`src/rtl/cmd_pkg.sv`:
```
// cmd_pkg: shared command-word geometry, loader states and CPU opcodes
package cmd_pkg;

    localparam int CMD_SIZE      = 19;
    localparam int CMD_MEM_SIZE  = 32;
    localparam int CMD_ADDR_SIZE = $clog2(CMD_MEM_SIZE);
    localparam logic [7:0] HDR_BYTE = 8'hA5;

    typedef enum logic [2:0] {
        S_IDLE,
        S_COUNT,
        S_B0,
        S_B1,
        S_B2,
        S_CSUM,
        S_DONE
    } ld_state_t;

    // Opcode lives in the top three bits of a command word, argument below it.
    localparam int OP_SIZE  = 3;
    localparam int ARG_SIZE = CMD_SIZE - OP_SIZE;

    localparam logic [OP_SIZE-1:0] OP_NOP  = 3'd0;
    localparam logic [OP_SIZE-1:0] OP_LOAD = 3'd1;
    localparam logic [OP_SIZE-1:0] OP_STORE = 3'd2;
    localparam logic [OP_SIZE-1:0] OP_ADD  = 3'd3;
    localparam logic [OP_SIZE-1:0] OP_SUB  = 3'd4;
    localparam logic [OP_SIZE-1:0] OP_JMP  = 3'd5;
    localparam logic [OP_SIZE-1:0] OP_JZ   = 3'd6;
    localparam logic [OP_SIZE-1:0] OP_HALT = 3'd7;

    function automatic logic [CMD_SIZE-1:0] mk_cmd(input logic [OP_SIZE-1:0] op,
                                                   input logic [ARG_SIZE-1:0] arg);
        return {op, arg};
    endfunction

endpackage

```
`src/rtl/cmd_loader.sv`:
```
// cmd_loader: framed byte-stream boot loader feeding the cmd_mem write port
module cmd_loader
    import cmd_pkg::*;
(
    input  logic                     clk,
    input  logic                     reset,
    input  logic [7:0]               in_data,
    input  logic                     in_valid,
    output logic                     in_ready,
    output logic                     wr_en,
    output logic [CMD_ADDR_SIZE-1:0] wr_addr,
    output logic [CMD_SIZE-1:0]      wr_data,
    output logic                     cpu_reset,
    output logic                     load_done,
    output logic                     load_err,
    output logic                     busy
);

    localparam logic [CMD_ADDR_SIZE-1:0] IDX_ONE = 1;
    localparam logic [7:0] MAX_WORDS = 8'(CMD_MEM_SIZE);

    ld_state_t r_state;
    ld_state_t w_next;

    logic [7:0]               r_n;
    logic [7:0]               r_acc;
    logic [CMD_SIZE-17:0]     r_b0;
    logic [7:0]               r_b1;
    logic [CMD_ADDR_SIZE-1:0] r_idx;
    logic                     r_wr_en;
    logic [CMD_ADDR_SIZE-1:0] r_wr_addr;
    logic [CMD_SIZE-1:0]      r_wr_data;
    logic                     r_err;
    logic                     r_cpu_rst;

    logic w_xfer;
    logic w_hdr;
    logic w_n_bad;
    logic w_last;
    logic w_csum_ok;

    assign w_xfer    = in_valid && in_ready;
    assign w_hdr     = in_data == HDR_BYTE;
    assign w_n_bad   = in_data == 8'd0 || in_data > MAX_WORDS;
    assign w_last    = 8'(r_idx) + 8'd1 >= r_n;
    assign w_csum_ok = in_data == r_acc;

    // Outputs are forced to their idle values for the whole reset cycle.
    assign in_ready  = !reset && r_state != S_DONE;
    assign wr_en     = !reset && r_wr_en;
    assign wr_addr   = reset ? '0 : r_wr_addr;
    assign wr_data   = reset ? '0 : r_wr_data;
    assign cpu_reset = reset || (r_state != S_DONE && r_cpu_rst);
    assign load_done = !reset && r_state == S_DONE;
    assign load_err  = !reset && r_err;
    assign busy      = !reset && r_state != S_IDLE && r_state != S_DONE;

    // State register.
    always_ff @(posedge clk) begin
        if (reset) r_state <= S_IDLE;
        else       r_state <= w_next;
    end

    // Next-state decode: advance only on an accepted byte, except DONE which lasts one cycle.
    always_comb begin
        w_next = r_state;
        unique case (r_state)
            S_IDLE:  w_next = (w_xfer && w_hdr) ? S_COUNT : S_IDLE;
            S_COUNT: w_next = w_xfer ? (w_n_bad ? S_IDLE : S_B0) : S_COUNT;
            S_B0:    w_next = w_xfer ? S_B1 : S_B0;
            S_B1:    w_next = w_xfer ? S_B2 : S_B1;
            S_B2:    w_next = w_xfer ? (w_last ? S_CSUM : S_B0) : S_B2;
            S_CSUM:  w_next = w_xfer ? (w_csum_ok ? S_DONE : S_IDLE) : S_CSUM;
            S_DONE:  w_next = S_IDLE;
            default: w_next = S_IDLE;
        endcase
    end

    // Datapath: count capture, checksum, word assembly, write strobe and status flags.
    always_ff @(posedge clk) begin
        if (reset) begin
            r_n       <= '0;
            r_acc     <= '0;
            r_b0      <= '0;
            r_b1      <= '0;
            r_idx     <= '0;
            r_wr_en   <= 1'b0;
            r_wr_addr <= '0;
            r_wr_data <= '0;
            r_err     <= 1'b0;
            r_cpu_rst <= 1'b1;
        end else begin
            r_wr_en <= 1'b0;
            if (r_state == S_DONE) r_cpu_rst <= 1'b0;
            if (w_xfer) begin
                unique case (r_state)
                    S_IDLE: begin
                        if (w_hdr) begin
                            r_err     <= 1'b0;
                            r_cpu_rst <= 1'b1;
                            r_idx     <= '0;
                            r_acc     <= '0;
                        end
                    end
                    S_COUNT: begin
                        if (w_n_bad) r_err <= 1'b1;
                        r_n   <= in_data;
                        r_acc <= in_data;
                    end
                    S_B0: begin
                        r_b0  <= in_data[CMD_SIZE-17:0];
                        r_acc <= r_acc ^ in_data;
                    end
                    S_B1: begin
                        r_b1  <= in_data;
                        r_acc <= r_acc ^ in_data;
                    end
                    S_B2: begin
                        r_acc     <= r_acc ^ in_data;
                        r_wr_en   <= 1'b1;
                        r_wr_addr <= r_idx;
                        r_wr_data <= {r_b0, r_b1, in_data};
                        if (!w_last) r_idx <= r_idx + IDX_ONE;
                    end
                    S_CSUM: begin
                        if (!w_csum_ok) r_err <= 1'b1;
                    end
                    default: ;
                endcase
            end
        end
    end

endmodule

```
`config.mk`:
```
export PLATFORM = sky130hd
export DESIGN_NAME = cmd_loader
export DESIGN_NICKNAME = d
export VERILOG_FILES = /design/src/rtl/cmd_pkg.sv /design/src/rtl/cmd_loader.sv
export SDC_FILE = /design/constraint.sdc
export NUM_CORES = 1
export LEC_CHECK = 0
export ABC_AREA = 1
export BUFFER_PORTS_ARGS = -buffer_cell sky130_fd_sc_hd__buf_2
export CORE_UTILIZATION = 45
export DETAILED_ROUTE_END_ITERATION = 8
export GPL_TIMING_DRIVEN = 0
export PLACE_DENSITY_LB_ADDON = 0.2
export REMOVE_ABC_BUFFERS = 1
export SETUP_SLACK_MARGIN = 0.4
export SLEW_MARGIN = 20
export SYNTH_ARGS = -nofsm -noshare
export SYNTH_HDL_FRONTEND = slang
export SYNTH_SLANG_ARGS = --single-unit
export TNS_END_PERCENT = 1
```
`constraint.sdc`:
```
create_clock -name clk -period 2 [get_ports clk]
set_input_delay 0.1 -clock clk [delete_from_list [all_inputs] [get_ports clk]]
set_output_delay 0.1 -clock clk [all_outputs]
set_load 0.05 [all_outputs]
```
**Word level (Yosys, flattened, before mapping)**

Index checks and enable logic that the tools add are counted.

- $add $sub $neg: 2
- Multipliers: 0
- Div/mod/pow operators: 0
- Order comparisons: 2
- Eq/ne operators: 13
- Shift-type cells: 0
- Multiplexer cells: 26
- Bitwise gates (word level): 2
- Reduce and logical (&&, ||, !) cells: 27

Operators with widths:

| kind | number |
|---|---|
| one-hot mux 8 bit (3 select lines) | 1 |
| two-way mux 19 bit | 1 |
| one-hot mux 3 bit (6 select lines) | 1 |
| two-way mux 3 bit | 5 |
| two-way mux 5 bit | 3 |
| two-way mux 1 bit | 10 |
| one-hot mux 5 bit (2 select lines) | 1 |
| equality test 3 bit (second input constant) | 3 |
| logical AND 1 bit | 9 |
| nonzero test 3 bit | 3 |
| equality test 8 bit | 1 |
| equality test 8 bit (second input constant) | 1 |
| greater-or-equal comparator 6 x 8 -> 1 bit | 1 |
| greater-than comparator 8 x 6 -> 1 bit (second input constant) | 1 |
| zero test 8 bit | 1 |
| two-way mux 8 bit | 1 |
| != test 2 bit (second input constant) | 4 |
| AND reduction 2 bit | 4 |
| bitwise XOR 8 bit | 1 |
| adder 5 x 1 -> 6 bit (second input constant) | 1 |
| equality test 3 x 2 -> 1 bit (second input constant) | 2 |
| adder 5 x 1 -> 5 bit (second input constant) | 1 |
| AND reduction 5 bit | 1 |
| two-way mux 2 bit | 2 |
| other kinds (12) | 13 |

- Flip-flop bits (word level): 62
- Latch bits: 0
- Bits in writable memories: 0
- Memory bits (read-only): 0
- Output and inout port bits: 30
- Memories kept: 0

**Depth between registers and ports, before layout**

Gate-level depths: netlist (run 1).

- Word-level depth: 6
- Depth in mapped cells: 16
- Depth with buffers taken out: 16

**Worst setup path after synthesis (run 1)**

No wires, ideal clock.

- Path kind: register -> register
- From: register r_idx[0]
- To: register r_idx[1]
- Library setup time: 114 ps
- Data arrival time: 1,816 ps
- Required time: 1,886 ps
- Slack: 70 ps
- Stages on the path, launching flop included: 15
- Path buffers: 0
- Path through: dfxtp_1 > ha_1 > nand3_1 > xor2_1 > inv_1 > ha_1 > nand2_1 > nor3_1 > nand2_1 > nand3_1 > nand2_1 > nand2_1 > nand2_1 > nand2_1 > nor2_1

- Word-level cells in the longest chain between the ends: 4
- Elaborated cells between the ends (all ways): 7
- Classes of those cells: add/sub: 2; order compare: 1; eq/ne: 1; mux: 2; reduce/logical: 1

Ends and longest elaborated chain:

| what | line | RTL |
|---|---|---|
| start: declaration | cmd_loader.sv:29 | `logic [CMD_ADDR_SIZE-1:0] r_idx;` |
| start signal: assignment | cmd_loader.sv:123 | `if (!w_last) r_idx <= r_idx + IDX_ONE;` |
| adder 5 x 1 -> 6 bit | cmd_loader.sv:45 | `assign w_last = 8'(r_idx) + 8'd1 >= r_n;` |
| greater-or-equal comparator 6 x 8 -> 1 bit | cmd_loader.sv:45 |  |
| != test 2 bit (no source line) | n/a |  |
| AND reduction 4 bit (no source line) | n/a |  |

Parallel ways exist; a longest one is shown, timed or not. The select of a mux whose other input is x is not followed.
A chain may end at the register's enable or synchronous reset.

**Final worst setup path (run 1)**

- From: register r_idx[0]
- To: register r_idx[4]

The elaborated chain is that of the path after synthesis.

==> results of run 1 <==
==> routing by layer <==
metal	up-vias	part of all wire	wire length, um	track usage
met5	-	0	0	0
met3	8	0.051	383	0.0544
met4	0	0.0099	74	0.0768
li1	1500	-	-	-
met1	1313	0.48	3580	0.298
met2	79	0.46	3450	0.352
==> worst max-delay path, delay by kind of cell, from the launching register on <==
kind                       cells  cell delay (ns)
and+or+nand+nor                7             0.77
buffers and inverters          1             0.17
AOI/OAI and AO/OA              2             0.24
DFF                            1             0.38
adders and majority gates      1             0.25
==> through the flow <==
step | instance area [um^2] | setup WS [ns] | hold slack, ns
after floorplan | 2950 | 0.0443 | 0.169
final | 3630 | 0.101 | 0.0952
after CTS | 3560 | 0.108 | 0.0835
after detailed placement | 3240 | -0.959 | 0.445
after global placement | 3240 | -1.66 | 0.432
after global routing | 3630 | -0.0683 | 0.0713
==> synthesized netlist by cell type (2+ instances only) <==
library cell	instances	area (um^2)
inv_2	6	22.5
ha_1	7	87.6
xor2_1	3	26.3
nand3_1	18	90.1
inv_1	63	236
clkbuf_1	7	26.3
and2_1	2	12.5
o21ai_1	4	20.0
a21oi_1	59	295
nor3_1	4	20.0
xnor2_1	4	35.0
nand4_1	6	37.5
buf_2	3	15.0
dfxtp_1	62	1240
o22ai_1	8	50.1
buf_1	2	7.51
nor2_1	56	210
o21ai_0	42	210
buf_4	3	22.5
nand2_1	69	259
==> cell families after synthesis <==
kind of cell               after synthesis  share of synthesized area
and+or+nand+nor                        162                      0.229
AOI/OAI and AO/OA                      116                      0.198
buffers and inverters                   87                      0.115
DFF                                     62                      0.409
xor gates and xnor gates                 7                     0.0202
adders and majority gates                7                     0.0289
==> timing repair <==
| item | CTS | global route |
|---|---|---|
| gates resized for setup | 19 | 15 |
| buffers inserted | 4 | 2 |
| pin swaps | 3 | 7 |
| setup endpoints to repair | 65 | 61 |
| cloned | 2 | 0 |
==> cell type report <==
class,instances,share of cell area
Timing Repair Buffer,46,0.0693
Inverter,70,0.0755
Sequential cell,62,0.346
Timing Repair inverter,1,0.00207
Clock inverter,7,0.0200
Clock buffer,9,0.0341
Multi-Input combinational cell,293,0.426
Tap cell,77,0.0266
==> how the worst max path moves through the flow <==
stage	startpoint	end	slack [ns]	cells past startpoint
final	r_idx[0]$_SDFFE_PP0P_	r_idx[4]$_SDFFE_PP0P_	0.10	11
after global routing	r_idx[0]$_SDFFE_PP0P_	r_state[2]$_SDFF_PP0_	-0.07	12
after CTS	r_idx[0]$_SDFFE_PP0P_	r_idx[1]$_SDFFE_PP0P_	0.11	13
after detailed placement	reset	r_state[0]$_SDFF_PP0_	-0.96	8
after global placement	reset	r_state[0]$_SDFF_PP0_	-1.66	8
after floorplan	r_idx[0]$_SDFFE_PP0P_	r_idx[1]$_SDFFE_PP0P_	0.04	14
==> placed cells by master (no fill, tap or decap), types with 5 or more instances in the layout <==
cell type	instances
a21oi_1	57
buf_2	39
buf_4	6
clkbuf_8	9
dfxtp_1	57
ha_1	5
inv_1	61
inv_2	7
nand2_1	65
nand3_1	16
nand4_1	6
nor2_1	55
o21ai_0	42
o22ai_1	8
==> power breakdown <==
group          leakage [nW]  switching, mW  total [mW]  internal [mW]
Clock                0.0956          0.537        1.11          0.576
Combinational         0.981         0.0889       0.119         0.0305
Sequential            0.503       0.000356        1.23           1.23
Total                  1.58          0.626        2.46           1.84
==> flip-flops by register name (all words and copies together) (netlist names), 3 cells and up <==
register and cells:
r_state 3, r_b0 3, r_acc 8, r_idx 5, r_wr_addr 5, r_n 8
r_b1 8, r_wr_data 19
==> metrics.md, run 1 <==
| Metric | Value |
|---|---|
| Outcome | finished with violations |
| Failing checks | design-rule violations |
| Pwr Total | 2.46 mW |
| First-pass GRT wire length | 12,400 um |
| Ys async rst share | 0 |
| Routed wire length | 7490 um |
| Crit path max-delay cell type | dfxtp_4 |
| Hold path depth | 3 |
| Synth unique cells | 33 |
| FP Rows | 29 |
| Die width | 84.1 um |
| Area growth syn-to-layout | 19.5% |
| 1st-iter DRT viols | 157 |
| Max incr delay on CP | 0.38 ns |
| Global route overflow | 0 |
| Mean routed wirelength per cell | 13.3 um |
| Routability Congestion | 0.918 |
| CP Launch Type | flop |
| Yosys reg bits | 62 |
| Post-DP HPWL | 4690 um |
| Layout Nets | 501 |
| Fin crit share | 0.950 |
| Final Non-Filler Cells | 565 |
| Number of flops mapped to enable cells by yosys | 0 |
| Clock buffer count from CTS | 9 |
| Sequential area share after synthesis | 0.409 |
| Num Clock Sinks | 62 |
| Worst slew margin | 0.518 |
| Vias per inst | 5.13 |
| Initial antenna violation count | 0 |
| DR vias | 2,900 |
| Max-slew violations | 0 |
| Clock Skews | 0.00704 ns |
| CP required | 2.25 ns |
| Clk Latency, worst-skew pair | 0.35 ns |
| Setup-failing EPs final | 0 |
| Final Util | 0.565 |
| Ant diodes | 0 |
| Leak | 1.58 nW |
| IR drop worst, VDD | 0.000395 V |
| RSZ-0062 raised after global routing | true |
| Max frequency | 527 MHz |
| Die Ht | 84.1 um |
| Arrival @ worst endpoint | 2.15 ns |
| Final min period | 1.90 ns |
| Kind of critical path | flop to flop |
| CTS tree | built |
| DRT Pass-1 Iters | 6 |
| Synthesized area | 3030 um^2 |
| Worst hold path type | input pin to flop |
| Remaining DRCs | 4 |
| Worst-path fanout max | 7 |
| FF+latch area | 1250 um^2 |
| Mapped Avg Cell Area | 6.88 um^2 |
| Syn Inst Count | 441 |
| Yosys warns | 0 |
| Core footprint | 6420 um^2 |
| Filler cells | 622 |
| Crit-path cells | nand4_1 -> buf_4 -> nor2_1 -> ha_1 -> a21oi_1 -> nand3b_1 -> nand3_4 -> nand2_4 -> nand2_4 -> a21oi_1 -> nor2_1 |
| Post-DRT Antenna Nets | 0 |
| CTS clk-pin slew, worst paths | 0.07 ns |
| R2R Setup Slk | 0.10 ns |
| Initial Utilization | 0.472 |
| Placed insts | 541 |
| Slew @ Worst Pin | 0.722 ns |
| Max cap viols | 0 |
| All-layer global routing usage | 0.223 |
| Largest net degree at the start of global routing | 55 |
| Total die area | 7080 um^2 |
| Clk buf depth | 2 |
| Worst Reg-to-Reg Cells | 11 |
| Synth Flop Type | dfxtp_1 |
| RR Startpoint | r_idx[0]$_SDFFE_PP0P_ |
| Worst reg2reg endpoint | r_idx[4]$_SDFFE_PP0P_ |
| Vias in the first global route | 2,607 |
| Port Buf Inserts | 40 |
| # hold bufs at CTS | 0 |
| Pwr dens | 679 nW/um^2 |
| HP Start | in_data[3] |
| WHS Endpoint | r_n[3]$_SDFFE_PP0P_ |
| Share of cells above drive strength 1 | 0.199 |
| I/O Pins | 41 |
| Multi-input gate area | 1550 um^2 |
| Final hold viol count | 0 |
| CP endpoint kind | flop |
| Setup total negative slack | 0 ns |
| CTS H-tree lvls | 3 |
| Root cell of the clock tree | clkbuf_8 |
Note: power is estimated with default switching activity, not from simulation.
==> run 2, diff against run 1 <==
--- a/config.mk
+++ b/config.mk
@@ -5,7 +5,6 @@
 export SDC_FILE = /design/constraint.sdc
 export NUM_CORES = 1
 export LEC_CHECK = 0
-export ABC_AREA = 1
 export BUFFER_PORTS_ARGS = -buffer_cell sky130_fd_sc_hd__buf_2
 export CORE_UTILIZATION = 45
 export DETAILED_ROUTE_END_ITERATION = 8
==> metrics.md, run 2 <==
| Metric | Value |
|---|---|
| Yosys top cell by area | dfxtp_1 (unchanged) |
| Clk buf depth | 2 (unchanged) |
| Routed wire length | 7040 um (was 7490 um) |
| Synthesized area | 3180 um^2 (was 3030 um^2) |
| Remaining DRCs | 0 (was 4) |
| Num Clock Sinks | 62 (unchanged) |
| Die Ht | 86.0 um (was 84.1 um) |
| CTS H-tree lvls | 3 (unchanged) |
| Layout Nets | 438 (was 501) |
| FP Rows | 30 (was 29) |
| CP required | 2.23 ns (was 2.25 ns) |
| Synth Flop Type | dfxtp_1 (unchanged) |
| Outcome | finished with violations (unchanged) |
| Commonest cells after routing, fill and taps aside | 75 x nand2_1, 55 x dfxtp_1, 36 x buf_2, 35 x a21oi_1, 29 x nor2b_1 (was 65 x nand2_1, 61 x inv_1, 57 x a21oi_1, 57 x dfxtp_1, 55 x nor2_1) |
| Kind of critical path | flop to flop (unchanged) |
| Slew @ Worst Pin | 0.610 ns (was 0.722 ns) |
| Design area | 3780 um^2 (was 3630 um^2) |
| First-pass GRT wire length | 12,000 um (was 12,400 um) |
| CP Launch Type | flop (unchanged) |
| Routability Congestion | 0.778 (was 0.918) |
| Root cell of the clock tree | clkbuf_8 (unchanged) |
| Clock buffer count from CTS | 9 (unchanged) |
| Core footprint | 6790 um^2 (was 6420 um^2) |
| Max-slew violations | 0 (unchanged) |
| FF+latch area | 1260 um^2 (was 1250 um^2) |
| All-layer global routing usage | 0.207 (was 0.223) |
| Setup-failing EPs final | 4 (was 0) |
| Worst-path fanout max | 4 (was 7) |
| Initial antenna violation count | 0 (unchanged) |
| Synth unique cells | 46 (was 33) |
| DRT Pass-1 Iters | 5 (was 6) |
| DR vias | 2,685 (was 2,900) |
| Clock Skews | 0.00948 ns (was 0.00704 ns) |
| Commonest cells post-synth | 76 x nand2_1, 62 x dfxtp_1, 37 x a21oi_1, 30 x nor2_1, 30 x nor2b_1 (was 69 x nand2_1, 63 x inv_1, 62 x dfxtp_1, 59 x a21oi_1, 56 x nor2_1) |
| Post-DP HPWL | 4320 um (was 4690 um) |
| Syn Inst Count | 389 (was 441) |
| Pwr Total | 2.57 mW (was 2.46 mW) |
| Clk Latency, worst-skew pair | 0.35 ns (about the same) |
| Placement Cell Area | 3310 um^2 (was 3240 um^2) |
| Port Buf Inserts | 40 (unchanged) |
| Setup total negative slack | -0.150 ns (was 0 ns) |
| Worst slew margin | 0.593 (was 0.518) |
| Filler cells | 633 (was 622) |
| Mean routed wirelength per cell | 13.5 um (was 13.3 um) |
| Arrival @ worst endpoint | 2.28 ns (was 2.15 ns) |
| Mapped Avg Cell Area | 8.17 um^2 (was 6.88 um^2) |
| Area growth syn-to-layout | 19.0% (was 19.5%) |
| Post-DRT Antenna Nets | 0 (unchanged) |
| Multi-input gate area | 1860 um^2 (was 1550 um^2) |
| CP endpoint kind | flop (unchanged) |
| Final hold viol count | 0 (unchanged) |
| Global route overflow | 0 (unchanged) |
| Die width | 86.0 um (was 84.1 um) |
| Max reg flops | 19 (unchanged) |
| Share of cells above drive strength 1 | 0.278 (was 0.199) |
| Max cap viols | 0 (unchanged) |
| Final Util | 0.557 (was 0.565) |
| Number of flops mapped to enable cells by yosys | 0 (unchanged) |
| Ant diodes | 0 (unchanged) |
| Initial Utilization | 0.468 (was 0.472) |
| Vias per inst | 5.15 (was 5.13) |
| Setup WS post-layout | -0.0520 ns (was 0.101 ns) |
| CTS clk-pin slew, worst paths | 0.07 ns (about the same) |
| Pwr dens | 680 nW/um^2 (was 679 nW/um^2) |
| CTS tree | built (unchanged) |
| RSZ-0062 raised after global routing | true (unchanged) |
| IR drop worst, VDD | 0.000392 V (was 0.000395 V) |
| Ys async rst share | 0 (unchanged) |
| Worst hold path type | input pin to flop (unchanged) |
| Leading cell type in the layout, fill and taps excluded | nand2_1 (unchanged) |
| Fin crit share | 1.03 (was 0.950) |
| Total die area | 7400 um^2 (was 7080 um^2) |
| Failing checks | negative setup slack (was design-rule violations) |
| # hold bufs at CTS | 0 (unchanged) |
| Yosys reg bits | 62 (unchanged) |
| I/O Pins | 41 (unchanged) |
| Largest net degree at the start of global routing | 52 (was 55) |
| Most frequent cell after synthesis | nand2_1 (unchanged) |
| Yosys warns | 0 (unchanged) |
| Placement Setup Slack | -1.17 ns (was -0.959 ns) |
| Dominant cells by area after synthesis | dfxtp_1 39%, nand2_1 9.0%, nor2b_1 5.9% (was dfxtp_1 41%, a21oi_1 9.7%, nand2_1 8.5%) |
| 1st-iter DRT viols | 119 (was 157) |
| Final min period | 2.05 ns (was 1.90 ns) |
| Share of the synthesized area in the top cell type | 0.391 (was 0.409) |
| Leak | 1.47 nW (was 1.58 nW) |
| Max frequency | 487 MHz (was 527 MHz) |
| Top reg by flops | r_wr_data (unchanged) |
| Sequential area share after synthesis | 0.391 (was 0.409) |
| Vias in the first global route | 2,548 (was 2,607) |
run 2: cell count changes in the layout (fill, tap and decap cells not counted), moves of 7 or more:
| cell | change |
|---|---|
| mux2i_1 | +11 |
| nor2_1 | -28 |
| o22ai_1 | -7 |
| a21oi_1 | -22 |
| nor2b_1 | +29 |
| nand2_1 | +10 |
| nand3_2 | +10 |
| nand3_1 | -8 |
| o21ai_0 | -31 |
| inv_2 | -7 |
| inv_1 | -56 |
| a21oi_2 | +8 |
run 2: power by group:
| group | internal (mW) | switching [mW] | leakage [nW] |
|---|---|---|---|
| sequential | 1.23 | 0.000106 | 0.504 |
| combinational | 0.0251 | 0.0725 | 0.851 |
| clock | 0.708 | 0.541 | 0.114 |
| total | 1.96 | 0.613 | 1.47 |
run 2: final timing paths:
| check | to | slack [ns] | depth (start not counted) | startpoint |
|---|---|---|---|---|
| max | r_idx[1]$_SDFFE_PP0P_ | -0.05 | 10 | r_idx[1]$_SDFFE_PP0P_ |
| min reg2reg | r_wr_addr[2]$_SDFFE_PP0P_ | 0.45 | 2 | r_wr_addr[2]$_SDFFE_PP0P_ |
| min | r_acc[3]$_SDFFE_PP0P_ | 0.08 | 3 | in_data[3] |
| max reg2reg | r_idx[1]$_SDFFE_PP0P_ | -0.05 | 10 | r_idx[1]$_SDFFE_PP0P_ |
run 2: layout make-up:
type                    count  share of cell area
multi-input cells         293               0.492
flip-flops and latches     62               0.334
repair buffers             48              0.0758
clock buffers               9              0.0328
well taps                  96              0.0318
clock inverters             7              0.0255
inverters                   6             0.00794
run 2: logic make-up after synthesis:
logic type | count (synthesis) | synth area share
xor+xnor | 12 | 0.0331
compound gates | 78 | 0.148
fa+ha+maj | 7 | 0.0276
mux | 11 | 0.0347
buf+inv | 35 | 0.0717
simple gates | 184 | 0.294
flops | 62 | 0.391
run 2: what timing repair did:
| item | in CTS | in global routing |
|---|---|---|
| setup endpoints to repair | 64 | 41 |
| resized for setup | 34 | 14 |
| cloned | 1 | 0 |
| setup buffers | 5 | 2 |
| pin swaps | 7 | 7 |
run 2: through the flow:
stage / hold WS, ns / cells
after floorplan: 0.162 / 360
after global placement: 0.427 / 496
after detailed placement: 0.435 / 497
after CTS: 0.0714 / 519
after global routing: 0.0842 / 521
final: 0.0761 / 521
run 2: metal layers:
metal / vias to the layer above / share of wire / GRT usage
li1: 1363 / - / -
met1: 1245 / 0.48 / 0.269
met2: 63 / 0.47 / 0.340
met3: 14 / 0.031 / 0.0395
met4: 0 / 0.021 / 0.0773
met5: - / 0 / 0
run 2: worst max-delay path: stages, from the launching register on:
cell and delay, ns:
dfxtp_4 0.39, ha_4 0.18, nand3_2 0.10, xnor2_2 0.16, ha_1 0.29, nand3_2 0.07, o31a_1 0.31, buf_4 0.14
buf_4 0.14, nand3_1 0.09, a21oi_1 0.07
